File: config.mk
export PLATFORM = sky130hd
export DESIGN_NAME = wb_dmi_bridge_flat
export DESIGN_NICKNAME = d
export VERILOG_FILES = /design/src/rtl/dm_pkg.sv /design/src/rtl/wb_dmi_pkg.sv /design/src/rtl/wb_if.sv /design/src/rtl/wb_dmi_bridge.sv /design/src/flat_wrapper.sv
export SDC_FILE = /design/constraint.sdc
export NUM_CORES = 1
export LEC_CHECK = 0
export CAP_MARGIN = 40
export CORE_UTILIZATION = 30
export CTS_CLUSTER_SIZE = 8
export DETAILED_ROUTE_END_ITERATION = 8
export PLACE_DENSITY = 0.67
export RECOVER_POWER = 25
export SLEW_MARGIN = 5
export SYNTH_ARGS = -nofsm -noshare
export SYNTH_HDL_FRONTEND = slang
export SYNTH_SLANG_ARGS = --single-unit
File: constraint.sdc
create_clock -name clk -period 2.65 [get_ports clk]
set_input_delay 0.53 -clock clk [delete_from_list [all_inputs] [get_ports clk]]
set_output_delay 0.53 -clock clk [all_outputs]
set_load 0.03 [all_outputs]
File: src/rtl/dm_pkg.sv
// DMI request/response payloads shared with the debug module.
package dm;

  typedef struct packed {
    logic [6:0]  addr;
    logic [1:0]  op;
    logic [31:0] data;
  } dmi_req_t;

  typedef struct packed {
    logic [31:0] data;
    logic [1:0]  resp;
  } dmi_resp_t;

endpackage

File: src/rtl/wb_dmi_pkg.sv
// Shared types for the Wishbone-to-DMI bridge: FSM states, DMI op and response codes.
package wb_dmi_pkg;

  typedef enum logic [1:0] {
    IDLE = 2'd0,
    REQ  = 2'd1,
    RESP = 2'd2,
    DONE = 2'd3
  } state_e;

  typedef enum logic [1:0] {
    DMI_NOP   = 2'd0,
    DMI_READ  = 2'd1,
    DMI_WRITE = 2'd2
  } dmi_op_e;

  typedef enum logic [1:0] {
    DMI_SUCCESS = 2'd0,
    DMI_FAILED  = 2'd2,
    DMI_BUSY    = 2'd3
  } dmi_resp_e;

endpackage

File: src/rtl/wb_if.sv
// Pipelined Wishbone bus, 32-bit data and address.
interface wb_if;
  logic        cyc;
  logic        stb;
  logic        we;
  logic [3:0]  sel;
  logic [31:0] adr;
  logic [31:0] dat_m;
  logic [31:0] dat_s;
  logic        ack;
  logic        err;
  logic        stall;

  modport slave (
    input  cyc, stb, we, sel, adr, dat_m,
    output dat_s, ack, err, stall
  );

  modport master (
    output cyc, stb, we, sel, adr, dat_m,
    input  dat_s, ack, err, stall
  );
endinterface

File: src/rtl/wb_dmi_bridge.sv
// Wishbone pipelined slave issuing one DMI request/response per bus access.
// Optional response timeout with DMI flush is enabled by defining WB_DMI_TIMEOUT_EN.
module wb_dmi_bridge
  import wb_dmi_pkg::*;
#(
  parameter int unsigned AddrLsb       = 2,
  parameter int unsigned DmiAddrWidth  = 7,
  parameter int unsigned TimeoutCycles = 1024
) (
  input  logic          clk,
  input  logic          rst,
  wb_if.slave           wbs,
  output logic          dmi_rst_n,
  output logic          dmi_req_valid,
  input  logic          dmi_req_ready,
  output dm::dmi_req_t  dmi_req,
  input  logic          dmi_resp_valid,
  output logic          dmi_resp_ready,
  input  dm::dmi_resp_t dmi_resp
);

  localparam int unsigned CntW = $clog2(TimeoutCycles + 1);

  state_e       r_state, w_state_nxt;
  dm::dmi_req_t r_req, w_req_nxt;
  logic         r_req_valid, w_req_valid_nxt;
  logic         r_resp_ready, w_resp_ready_nxt;
  logic         r_ack, w_ack_nxt;
  logic         r_err, w_err_nxt;
  logic [31:0]  r_dat, w_dat_nxt;
  logic         r_stall, w_stall_nxt;
  logic         r_abort, w_abort_nxt;
  logic [1:0]   r_sync;
  logic         w_flush;
  logic         w_timeout;
  logic         w_ok;
  logic         w_rst_n_nxt;
  logic         w_unused;

  // Byte lanes and out-of-field address bits have no DMI meaning.
  assign w_unused = ^{wbs.sel, wbs.adr};

`ifdef WB_DMI_TIMEOUT_EN
  logic [CntW-1:0] r_cnt;

  // Cleared while idle, so it restarts from zero on every entry into REQ.
  always_ff @(posedge clk or posedge rst) begin
    if (rst) begin
      r_cnt <= '0;
    end else if (r_state == IDLE) begin
      r_cnt <= '0;
    end else if (r_state == REQ || r_state == RESP) begin
      r_cnt <= r_cnt + CntW'(1);
    end
  end

  assign w_timeout = (r_state == REQ || r_state == RESP) && (r_cnt == CntW'(TimeoutCycles));
`else
  logic [CntW-1:0] w_unused_cnt;
  assign w_unused_cnt = '0;
  assign w_timeout    = 1'b0;
`endif

  // Master still wants the result: cycle held and never dropped during the access.
  assign w_ok        = wbs.cyc && !r_abort;
  assign w_rst_n_nxt = w_flush ? 1'b0 : r_sync[0];

  always_comb begin
    w_state_nxt      = r_state;
    w_req_nxt        = r_req;
    w_req_valid_nxt  = 1'b0;
    w_resp_ready_nxt = 1'b0;
    w_ack_nxt        = 1'b0;
    w_err_nxt        = 1'b0;
    w_dat_nxt        = r_dat;
    w_abort_nxt      = r_abort;
    w_flush          = 1'b0;

    unique case (r_state)
      IDLE: begin
        w_abort_nxt = 1'b0;
        if (!r_stall && wbs.cyc && wbs.stb) begin
          w_state_nxt     = REQ;
          w_req_nxt.addr  = wbs.adr[AddrLsb +: DmiAddrWidth];
          w_req_nxt.op    = wbs.we ? DMI_WRITE : DMI_READ;
          w_req_nxt.data  = wbs.dat_m;
          w_req_valid_nxt = 1'b1;
        end
      end
      REQ: begin
        if (!wbs.cyc) w_abort_nxt = 1'b1;
        if (w_timeout) begin
          w_state_nxt = DONE;
          w_err_nxt   = w_ok;
          w_dat_nxt   = '0;
          w_flush     = 1'b1;
        end else if (dmi_req_ready) begin
          w_state_nxt      = RESP;
          w_resp_ready_nxt = 1'b1;
        end else begin
          w_req_valid_nxt = 1'b1;
        end
      end
      RESP: begin
        if (!wbs.cyc) w_abort_nxt = 1'b1;
        if (w_timeout) begin
          w_state_nxt = DONE;
          w_err_nxt   = w_ok;
          w_dat_nxt   = '0;
          w_flush     = 1'b1;
        end else if (dmi_resp_valid) begin
          w_state_nxt = DONE;
          if (dmi_resp.resp == DMI_SUCCESS) begin
            w_ack_nxt = w_ok;
            w_dat_nxt = dmi_resp.data;
          end else begin
            w_err_nxt = w_ok;
            w_dat_nxt = '0;
          end
        end else begin
          w_resp_ready_nxt = 1'b1;
        end
      end
      DONE: begin
        w_state_nxt = IDLE;
      end
      default: begin
        w_state_nxt = IDLE;
      end
    endcase

    w_stall_nxt = !((w_state_nxt == IDLE) && w_rst_n_nxt);
  end

  always_ff @(posedge clk or posedge rst) begin
    if (rst) begin
      r_state      <= IDLE;
      r_req        <= '0;
      r_req_valid  <= 1'b0;
      r_resp_ready <= 1'b0;
      r_ack        <= 1'b0;
      r_err        <= 1'b0;
      r_dat        <= '0;
      r_stall      <= 1'b1;
      r_abort      <= 1'b0;
      r_sync       <= 2'b00;
    end else begin
      r_state      <= w_state_nxt;
      r_req        <= w_req_nxt;
      r_req_valid  <= w_req_valid_nxt;
      r_resp_ready <= w_resp_ready_nxt;
      r_ack        <= w_ack_nxt;
      r_err        <= w_err_nxt;
      r_dat        <= w_dat_nxt;
      r_stall      <= w_stall_nxt;
      r_abort      <= w_abort_nxt;
      r_sync       <= w_flush ? 2'b00 : {r_sync[0], 1'b1};
    end
  end

  assign dmi_rst_n      = r_sync[1];
  assign dmi_req_valid  = r_req_valid;
  assign dmi_req        = r_req;
  assign dmi_resp_ready = r_resp_ready;
  assign wbs.ack        = r_ack;
  assign wbs.err        = r_err;
  assign wbs.dat_s      = r_dat;
  assign wbs.stall      = r_stall;

endmodule

File: src/flat_wrapper.sv
// flat-port wrapper written by rule: the top's interface ports become plain ports
module wb_dmi_bridge_flat import wb_dmi_pkg::*;
#(
  parameter int unsigned AddrLsb       = 2,
  parameter int unsigned DmiAddrWidth  = 7,
  parameter int unsigned TimeoutCycles = 1024
)
  (clk, rst, dmi_rst_n, dmi_req_valid, dmi_req_ready, dmi_req, dmi_resp_valid, dmi_resp_ready, dmi_resp, wbs_cyc, wbs_stb, wbs_we, wbs_sel, wbs_adr, wbs_dat_m, wbs_dat_s, wbs_ack, wbs_err, wbs_stall);
  wb_if wbs_i ();
  input  logic clk;
  input  logic rst;
  output logic dmi_rst_n;
  output logic dmi_req_valid;
  input  logic dmi_req_ready;
  output dm::dmi_req_t dmi_req;
  input  logic dmi_resp_valid;
  output logic dmi_resp_ready;
  input  dm::dmi_resp_t dmi_resp;
  input wire logic [$bits(wbs_i.cyc)-1:0] wbs_cyc;
  input wire logic [$bits(wbs_i.stb)-1:0] wbs_stb;
  input wire logic [$bits(wbs_i.we)-1:0] wbs_we;
  input wire logic [$bits(wbs_i.sel)-1:0] wbs_sel;
  input wire logic [$bits(wbs_i.adr)-1:0] wbs_adr;
  input wire logic [$bits(wbs_i.dat_m)-1:0] wbs_dat_m;
  output wire logic [$bits(wbs_i.dat_s)-1:0] wbs_dat_s;
  output wire logic [$bits(wbs_i.ack)-1:0] wbs_ack;
  output wire logic [$bits(wbs_i.err)-1:0] wbs_err;
  output wire logic [$bits(wbs_i.stall)-1:0] wbs_stall;
  assign wbs_i.cyc = wbs_cyc;
  assign wbs_i.stb = wbs_stb;
  assign wbs_i.we = wbs_we;
  assign wbs_i.sel = wbs_sel;
  assign wbs_i.adr = wbs_adr;
  assign wbs_i.dat_m = wbs_dat_m;
  assign wbs_dat_s = wbs_i.dat_s;
  assign wbs_ack = wbs_i.ack;
  assign wbs_err = wbs_i.err;
  assign wbs_stall = wbs_i.stall;
  wb_dmi_bridge #(.AddrLsb(AddrLsb), .DmiAddrWidth(DmiAddrWidth), .TimeoutCycles(TimeoutCycles)) u_core (.clk(clk), .rst(rst), .wbs(wbs_i), .dmi_rst_n(dmi_rst_n), .dmi_req_valid(dmi_req_valid), .dmi_req_ready(dmi_req_ready), .dmi_req(dmi_req), .dmi_resp_valid(dmi_resp_valid), .dmi_resp_ready(dmi_resp_ready), .dmi_resp(dmi_resp));
endmodule
==> results.json <==
{
  "status": "finished, final reports clean",
  "cp-end-kind": "output pin",
  "cts_buffers": 9,
  "cts_setup_buffers": 0,
  "layout_min_cycle_time_ps": 2070,
  "clk_path_buf_depth": 2,
  "layout.cells.most_common_list": "clkdlybuf4s50_1, dfrtp_1, mux2_2",
  "clk_pin_slew_ps": 80,
  "worstSetupStartpointType": "flop",
  "die_height_um": 104.3,
  "cts_sinks": 83,
  "num_rows": 36,
  "power_density_mw_per_mm2": 1166,
  "fmax_mhz": 483.0,
  "worst_ep_required_time_ps": 2120,
  "cts_tree": "done",
  "drv_slew": 0,
  "tightest_slew_ps": 996.6,
  "place.gp.congestion": 0.7187,
  "finalPower_mw": 5.902,
  "cts_resized": 0,
  "slew_headroom": 0.3319,
  "grt_util_all_layers": 0.1375,
  "multiInputGateArea_um2": 957.2,
  "yosysUniqueCellTypes": 26,
  "met1Wirelength_um": 3196,
  "place_ws_ps": 663.6,
  "final_core_util": 0.5084,
  "fin_ws_ps": 579.7,
  "leakage_nw": 2.204,
  "finClkSkew_ps": 12.75,
  "io_pins": 188,
  "grt_pass1_wl_um": 11730,
  "worst-path-buf-inv": 1,
  "synth_top_area_cell": "dfrtp_1",
  "dp.cells": 486,
  "ir_drop_mv": 0.5021,
  "final_cells": 502,
  "synth_nets": 312,
  "setup_violations": 0,
  "yosys.area.top_type_share": 0.6542,
  "yosys_warnings": 0,
  "gr-total-overflow": 0,
  "fp.coreArea_mm2": 0.009955,
  "port_buffers": 158,
  "dieArea_mm2": 0.01087,
  "synth.ff_latch_count": 83,
  "detail_route.wirelength_um": 7093,
  "clk_latency_ps": 340,
  "min-delay-path-class": "reg2reg",
  "path_delay_family": "buffers and inverters",
  "drive_gt1_frac": 0.1707,
  "dr.pass1.iters": 4,
  "first_iter_violations": 78,
  "wl_per_cell_um": 14.13,
  "postCtsHoldBufs": 0,
  "final_common_cell": "clkdlybuf4s50_1",
  "fin_tns_setup_ps": 0,
  "syn_area_mm2": 0.003137,
  "path_cells": "clkdlybuf4s50_1",
  "cap_violations": 0,
  "rsz0062_at_grt": "no",
  "drc": 0,
  "diodes": 0,
  "worstPathArrival_ps": 1540,
  "synthCells": 200,
  "highest_layer": "met4",
  "grt_max_degree": 43,
  "syn_avg_cell_area_um2": 15.68,
  "ys_seq_area_frac": 0.6625,
  "wl_met3_um": 601,
  "fin_crit_sh": 0.7812,
  "dp_hpwl_um": 5141,
  "fillCellCount": 895,
  "cp_slowest_cell": "clkdlybuf4s50_1",
  "placed_cell_area_mm2": 0.004868,
  "root_buffer": "clkbuf_8",
  "slowest_delay_ps": 660,
  "fin_area_mm2": 0.005061,
  "start_util": 0.3151,
  "final_nets": 476,
  "met2WireLength_um": 3272,
  "via_count": 2245,
  "area_delta_synth_final_pct": 61.35,
  "worstSetupPathType": "reg2out",
  "antenna_found_initial": 0,
  "first_global_vias": 2366,
  "seqCellArea_mm2": 0.002078,
  "cts-htree-levels": 3,
  "fp.dieW_um": 104.3,
  "ant_nets": 0,
  "via_per_inst": 4.472,
  "whs_ps": 387.4,
  "crit_path_max_fanout": 3,
  "synth_area_leaders": "dfrtp_1, mux2_2, a22o_1",
  "finalHoldViolCount": 0
}
-- logic make-up after synthesis --
kind of cell    share of synthesized area
compound gates                     0.1069
fa+ha+maj                         0.01197
buf+inv                           0.03430
flops                              0.6625
mux                                0.1472
other cells                      0.001196
simple gates                      0.03590
-- worst paths after layout --
kind / cells past startpoint / startpoint / slack [ps] / endpoint
worst min-delay path: 0 / u_core.r_sync[0]$_DFF_PP0_ / 390 / u_core.r_sync[1]$_DFF_PP0_
worst max-delay path: 1 / u_core.wbs.stall$_DFF_PP1_ / 580 / wbs_stall
max in group asynchronous: 3 / rst / 1060 / u_core.dmi_req[34]$_DFFE_PP0P_
worst min register to register: 0 / u_core.r_sync[0]$_DFF_PP0_ / 390 / u_core.r_sync[1]$_DFF_PP0_
min in group asynchronous: 2 / rst / 810 / u_core.dmi_req[13]$_DFFE_PP0P_
worst max register to register: 5 / u_core.r_state[1]$_DFF_PP0_ / 910 / u_core.dmi_req[6]$_DFFE_PP0P_
-- layer usage --
metal | track usage | vias up
li1 | - | 1048
met1 | 0.1767 | 1078
met2 | 0.2124 | 117
met3 | 0.05827 | 2
met4 | 0.03673 | 0
met5 | 0 | -
-- layout make-up --
class | instances | area share
clock inverters | 4 | 0.009889
multi-input cells | 102 | 0.1891
inverters | 5 | 0.003956
repair buffers | 163 | 0.3248
clock buffers | 12 | 0.02868
flip-flops and latches | 83 | 0.4106
well taps | 133 | 0.03288
-- cell usage after synthesis (all sizes together) --
library cell / instances
nor2: 3
dfrtp: 82
o221ai: 1
nand4b: 1
buf: 3
mux2: 40
nand2b: 2
dfstp: 1
conb: 1
o21ai: 3
a21oi: 1
nor2b: 2
inv: 5
nand2: 5
nor4: 1
a21boi: 1
o22a: 1
ha: 3
nand3b: 1
o211a: 1
clkbuf: 7
nor3: 3
a22o: 32
-- registers in the layout, indices dropped and copies added (netlist names) --
signal / count
u_core.wbs.ack: 1
u_core.dmi_resp_ready: 1
u_core.dmi_req: 41
u_core.wbs.dat_s: 32
u_core.r_abort: 1
u_core.dmi_req_valid: 1
u_core.r_sync: 2
u_core.r_state: 2
u_core.wbs.err: 1
u_core.wbs.stall: 1
-- report_power, final --
part	internal [mW]	switching (mW)	total, mW
registers	1.79	0.268	2.05
clock network	0.461	0.426	0.887
logic	1.39	1.57	2.96
total	3.64	2.26	5.90
Power figures use the tool's default switching activity.
